## src/rtl/mag_comp_min_tracker_pkg.sv

```systemverilog
// Shared types for the streaming minimum tracker.
package mag_comp_min_tracker_pkg;

  typedef enum logic {
    COLLECT = 1'b0,
    HOLD    = 1'b1
  } state_t;

endpackage

```

## src/rtl/mag_comp_cla_param.sv

```systemverilog
// Unsigned magnitude comparator: out_cp = (in_a > in_b), out_eq = (in_a == in_b).
module mag_comp_cla_param #(
  parameter int DATA_W = 3
) (
  input  logic [DATA_W-1:0] in_a,
  input  logic [DATA_W-1:0] in_b,
  output logic              out_cp,
  output logic              out_eq
);

  logic [DATA_W-1:0] gen;
  logic [DATA_W-1:0] eqb;
  logic              gt_acc;
  logic              eq_acc;

  assign gen = in_a & ~in_b;
  assign eqb = ~(in_a ^ in_b);

  // Prefix from the MSB: a bit decides "greater" only if every higher bit is equal.
  always_comb begin
    gt_acc = 1'b0;
    eq_acc = 1'b1;
    for (int unsigned k = 0; k < DATA_W; k++) begin
      gt_acc = gt_acc | (eq_acc & gen[DATA_W-1-k]);
      eq_acc = eq_acc & eqb[DATA_W-1-k];
    end
    out_cp = gt_acc;
    out_eq = eq_acc;
  end

endmodule

```

## src/rtl/mag_comp_min_tracker.sv

```systemverilog
// Streaming running-minimum finder with frame control and a held result handshake.
module mag_comp_min_tracker #(
  parameter int DATA_W         = 3,
  parameter int IDX_W          = 8,
  parameter int TIE_KEEP_FIRST = 1
) (
  input  logic              clk,
  input  logic              rst,
  input  logic              in_valid,
  output logic              in_ready,
  input  logic [DATA_W-1:0] in_data,
  input  logic              in_last,
  output logic              out_valid,
  input  logic              out_ready,
  output logic [DATA_W-1:0] out_min,
  output logic [IDX_W-1:0]  out_idx,
  output logic              out_ovf
);
  import mag_comp_min_tracker_pkg::*;

  state_t            state_q, state_d;
  logic [IDX_W-1:0]  cnt_q;
  logic [DATA_W-1:0] min_q;
  logic [IDX_W-1:0]  idx_q;
  logic              ovf_q;
  logic              first_q;
  logic              accept;
  logic              min_gt;
  logic              min_eq;
  logic              take;

  mag_comp_cla_param #(.DATA_W(DATA_W)) u_cmp (
    .in_a   (min_q),
    .in_b   (in_data),
    .out_cp (min_gt),
    .out_eq (min_eq)
  );

  assign accept = in_valid && in_ready;
  assign take   = first_q | min_gt | (min_eq & (TIE_KEEP_FIRST == 0));

  always_comb begin
    state_d   = state_q;
    in_ready  = 1'b0;
    out_valid = 1'b0;
    case (state_q)
      COLLECT: begin
        in_ready = 1'b1;
        if (in_valid && in_last) state_d = HOLD;
      end
      HOLD: begin
        out_valid = 1'b1;
        if (out_ready) state_d = COLLECT;
      end
      default: state_d = COLLECT;
    endcase
  end

  always_ff @(posedge clk) begin
    if (rst) begin
      state_q <= COLLECT;
      cnt_q   <= '0;
      min_q   <= '0;
      idx_q   <= '0;
      ovf_q   <= 1'b0;
      first_q <= 1'b1;
    end else begin
      state_q <= state_d;
      if (accept) begin
        cnt_q   <= in_last ? '0 : cnt_q + IDX_W'(1);
        first_q <= in_last;
        // A non-first beat arriving at index 0 means the counter has wrapped.
        if (first_q)            ovf_q <= 1'b0;
        else if (cnt_q == '0)   ovf_q <= 1'b1;
        if (take) begin
          min_q <= in_data;
          idx_q <= cnt_q;
        end
      end
    end
  end

  assign out_min = min_q;
  assign out_idx = idx_q;
  assign out_ovf = ovf_q;

endmodule

```

## config.mk

```make
export PLATFORM = sky130hd
export DESIGN_NAME = mag_comp_min_tracker
export DESIGN_NICKNAME = d
export VERILOG_FILES = /design/src/rtl/mag_comp_min_tracker_pkg.sv /design/src/rtl/mag_comp_cla_param.sv /design/src/rtl/mag_comp_min_tracker.sv
export SDC_FILE = /design/constraint.sdc
export NUM_CORES = 1
export LEC_CHECK = 0
export ABC_AREA = 0
export BUFFER_PORTS_ARGS = -buffer_cell sky130_fd_sc_hd__clkbuf_2
export CORE_MARGIN = 4
export CORE_UTILIZATION = 56
export DETAILED_ROUTE_END_ITERATION = 12
export PLACE_DENSITY = 0.81
export SLEW_MARGIN = 5
export SYNTH_ARGS = -nofsm -noshare
export SYNTH_HDL_FRONTEND = slang
export SYNTH_SLANG_ARGS = --single-unit
```

## constraint.sdc

```tcl
create_clock -name clk -period 4.08 [get_ports clk]
set_clock_uncertainty 0.1 [all_clocks]
set_input_delay 0.816 -clock clk [delete_from_list [all_inputs] [get_ports clk]]
set_output_delay 0.816 -clock clk [all_outputs]
set_load 0.02 [all_outputs]
```

# ---- Word level (Yosys, flattened, before mapping)
# Cells that the tools add are included.
dict set report op_classes {
  n_reduce_logical 6
  mux 8
  n_bitwise 11
  n_addsub 1
}
# operator n
set ops {}
lappend ops {{8-bit by 1-bit adder with 8-bit output, second input constant} 1}
lappend ops {{8-bit logical NOT} 1}
lappend ops {{8-bit two-way mux} 1}
lappend ops {{1-bit two-way mux} 6}
lappend ops {{3-bit inverter} 2}
lappend ops {{2-bit AND reduction} 2}
lappend ops {{1-bit AND} 3}
lappend ops {{3-bit AND} 1}
lappend ops {{1-bit OR} 3}
lappend ops {{3-bit XOR} 1}
lappend ops {{1-bit logical AND} 2}
lappend ops {{1-bit case mux with 2 select lines} 1}
lappend ops {{2-bit nonzero test} 1}
lappend ops {{1-bit inverter} 1}
dict set report word_totals {
  out_inout_bits 14
  reg_bits 22
  in_bits 8
  wordCells 32
}

# ---- Depth between registers and ports, before layout
dict set report depth {
  ltp_word 7
  depth_mapped 6
  depth_no_buf 5
}

# ---- Modules after synthesis
# A second synthesis with hierarchy kept.
dict set report hier_totals {
  hier_cells 121
  area_unflattened_um2 1023.5
}
# mod n_inst cells_per_inst seq_area_each_um2 area_each_um2
set by_module_without_submodules {}
lappend by_module_without_submodules {mag_comp_min_tracker 1 111 440.4 953.4}
lappend by_module_without_submodules {mag_comp_cla_param 1 10 0.0 70.1}

# ---- Worst setup path before layout
# OpenSTA, ideal clock, no wires.
dict set report synth_timing {
  kind {input -> register}
  start {input in_data[2]}
  end {register idx_q[0], in the netlist out_idx[0]}
  setup_ns 0.072
  path_stages 6
  slack_ns 2.094
  t_arrival_ns 1.814
  required_time_ns 3.908
  path_buffers 1
  path_cell_list {inv_1 ha_1 nand4b_1 a21oi_1 buf_4 mux2i_1}
}
dict set report synth_between {
  elab_chain_len 7
  word_cells_on_any_way 11
  classes_between {bitwise (10); reduce/logical (1)}
}
# item line
set synth_rtl {}
lappend synth_rtl {{from (decl)} mag_comp_min_tracker.sv:11} ;# input logic [DATA_W-1:0] in_data,
lappend synth_rtl {{3-bit XOR} mag_comp_cla_param.sv:17} ;# assign eqb = ~(in_a ^ in_b);
lappend synth_rtl {{3-bit inverter} mag_comp_cla_param.sv:17}
lappend synth_rtl {{1-bit AND, on equally long branches} {mag_comp_cla_param.sv:24, mag_comp_cla_param.sv:25}}
lappend synth_rtl {{1-bit OR or 1-bit AND (tied branches)} mag_comp_cla_param.sv:24} ;# gt_acc = gt_acc | (eq_acc & gen[DATA_W-1-k]);
lappend synth_rtl {{1-bit OR *} mag_comp_cla_param.sv:24}
lappend synth_rtl {{1-bit OR *} mag_comp_min_tracker.sv:40} ;# assign take = first_q | min_gt | (min_eq & (TIE_KEEP_FIRST == 0));
lappend synth_rtl {{2-bit AND reduction (no line) *} -}
lappend synth_rtl {{to (signal assigned)} mag_comp_min_tracker.sv:77} ;# idx_q <= cnt_q;
lappend synth_rtl {{to (decl)} mag_comp_min_tracker.sv:24} ;# logic [IDX_W-1:0] idx_q;
# Mark *: on every way between the ends. The rest lies on a longest branch, timed or not.
# A chain may end at the register's enable or synchronous reset.

# ---- Final worst setup path
dict set report layout_timing {
  start {input in_data[2]}
  end {register idx_q[5], in the netlist out_idx[5]}
}
# Same word-level chain as after synthesis.

==> impl_results.md <==
* RSZ-0062 raised after global routing: no
* Ys flop type: dfxtp_1
* Largest net degree at the start of global routing at 28
* Vias/cell at approximately 5.4
* Residual DRC count at 0
* Fin. Hold Viols at 0
* Status: finished, final reports clean
* Synth Instances at 114
* Drt wl/cell at between 10 and 15 um
* Vias in the first global route at 837
* Clock sink count at 22
* Hold Buf Count CTS at 0
* Minimum clock period at 1.89 ns
* Grt total ovfl at 0
* Setup_tns at 0 ns
* # diodes at 0
* Crit. End Element: flip-flop
* GPL Wtd Cong at 0.811
* P&R area growth vs syn at 14.1%
* Top cell family by delay on the critical path: buffers and inverters
* Critical path startpoint: in_data[2]
* Setup violators final at 0
* WP buf/inv at 3
* Via Count at 862
* Dpl cell area at 1180 sq um
* CTS tree: yes
* Share of layout cells above drive strength 1 at 21.5%
* Total Routed Length at 2040 um
* Register area share after synthesis at 41.2%
* Synth Area per Inst at 9.37 sq um
* Ys Warns at 0
* First-pass GRT wire length at 3590 um
* Placed cell count at 156
* # IOs at 22
* Crit path max-delay cell type: ha_1
* Root Buffer: clkbuf_4
* Maximum vdd drop at 0.000302 V
* Std-Cell Rows at 15
* Initial core utilization at 60.6%
* Htree depth at 1
* Clk_lat worst skew at 0.31 ns
* HP Class: reg -> reg
* Area contributors post-synth: dfxtp_1, nand2b_1, mux2i_1
* Multi-input logic area at 576 sq um
* Fin area at approximately 1200 sq um
* Clk buf depth at 2
* Remaining antenna violation count at 0
* Fillers at 159
* Maximum fanout along the worst path at 10
* R2r startpoint: out_min[2]
* Data arrival, critical path at between 2 and 2.5 ns
* CP peak stage delay at 0.28 ns
* Die Area at around 2700 sq um
* Number of distinct library cells after synthesis at 28
* Nets at 148
* Commonest non-fill, non-tap cell in the layout: nand2b_1
* Post-DP HPWL at approximately 1500 um
* Pleak at approximately 0.49 nW
* Worst R2R Setup Slack at approximately 2.5 ns
* Startpoint types: input port
* Crit path required time at 4.22 ns
* Post-synth EDFFs at 0
* CTS Buf Count at 3
* Asr flop ratio synth at 0%
* Initial antenna violation count at 0
* Register area at 440 sq um
* Setup Fix Bufs, Post-CTS at 0
* Slew headroom at 76.3%
* Reg-to-reg critical path endpoint: out_idx[5]
* Fin. max-slew vios at 0
* Core ar. at 1760 sq um
* Synth top area share at 41.2%
* Synth Cell Area at roughly 1100 sq um
* Hold depth at 2
* Die Span Y at ~52 um
* Worst setup endpoint: out_idx[5]
* Chip width at 51.7 um
* I/O Buffers at 21
* Total GRT Usage at 17.7%
* Power Density at 326 nW/um^2
* F_max at 0.529 GHz
* Yosys reg bits at 22
* Drt first-iter violations at 15
* Most frequent cells in the layout: nand2b_1, dfxtp_1, clkbuf_2
* CTS resizes at 0
* Max_cap viols at 0
* Worst-path cell chain: clkbuf_2 > inv_1 > ha_1 > nand4b_1 > a21oi_1 > buf_4 > mux2i_1
* Crit. path cell count at 7
* Post-Layout Cell Count at 160
* Clock Pin Slew Worst Setup and Hold Paths at between 0.1 and 0.15 ns
* Actual slew at the worst max-slew pin at 0.356 ns
* Worst Setup Path Type: in -> reg
* R2R depth at 5
* Final period util at between 40% and 50%
* Initial DRT Pass Iterations at 4
* Synth area leader: dfxtp_1
* Syn_nets at 126
[registers in the layout, summed over array words and instances, names as in the netlist]
register and flops:
out_ovf 1, state_q 1, first_q 1, out_min 3
cnt_q 8, out_idx 8
[power by group]
part / leakage, nW / switching [mW] / internal (mW)
logic: 0.293 / 0.0284 / 0.0235
clock network: 0.0210 / 0.0641 / 0.0545
registers: 0.179 / 0.00578 / 0.221
total: 0.493 / 0.0982 / 0.299
[synth_stat cells (2+ instances only)]
master    count
a211oi_1      2
a21oi_1       8
clkbuf_1      3
dfxtp_1      22
ha_1          4
inv_1         6
mux2i_1      12
nand2_1       5
nand2b_1     24
nand3_1       2
nand3b_1      3
nand4_1       2
nand4b_1      2
o21ai_0       2
o31ai_1       2
or3_1         2
or4_1         2
[worst min-delay path by stage]
stage            endpoint       start  slack, ns
2_1_floorplan     out_ovf     first_q       0.34
3_3_place_gp   out_idx[6]  out_idx[6]       0.36
3_5_place_dp   out_idx[0]  out_idx[0]       0.36
4_1_cts        out_idx[0]  out_idx[0]       0.38
5_1_grt        out_idx[2]  out_idx[2]       0.41
6_report       out_idx[7]  out_idx[7]       0.38
[worst register-to-register path: stages (launching register included)]
cell	delay, ns
dfxtp_1	0.35
ha_1	0.30
nand4b_1	0.10
a21oi_1	0.23
buf_4	0.26
mux2i_1	0.22
[logic make-up after synthesis]
group,Yosys count,synth area share [%]
XOR/XNOR,1,0.820
AND/OR/NAND/NOR,48,28.2
flip-flops,22,41.2
buffers and inverters,11,4.92
AO/OA/AOI/OAI,16,8.90
multiplexers,12,11.2
adder cells (fa/ha/maj),4,4.68
[metal layers]
layer / global-route usage, % / part of all wire [%] / vias to the layer above / wire (um)
met4: 5.68 / 0.54 / 0 / 11
met5: 0 / 0 / - / 0
li1: - / - / 435 / -
met2: 29.7 / 47 / 34 / 965
met3: 6.02 / 8.3 / 2 / 169
met1: 21.2 / 44 / 391 / 891
[stage by stage]
stage / utilization [%] / total power, mW / hold slack [ns] / worst slack, ns
after floorplan: - / 0.270 / 0.339 / 2.09
after global placement: 67.0 / 0.282 / 0.362 / 1.94
after detailed placement: 67.0 / 0.284 / 0.360 / 1.86
after CTS: 69.1 / 0.402 / 0.384 / 2.18
after global routing: 69.1 / 0.417 / 0.405 / 2.04
final: 69.1 / 0.397 / 0.379 / 2.19
[area by class of cell]
| type | instances | area share, % |
|---|---|---|
| multi-input cells | 81 | 47.2 |
| well taps | 25 | 2.57 |
| repair buffers | 22 | 9.24 |
| clock buffers | 4 | 2.98 |
| flip-flops and latches | 22 | 36.1 |
| inverters | 6 | 1.85 |
Note: power is estimated with default switching activity, not from simulation.
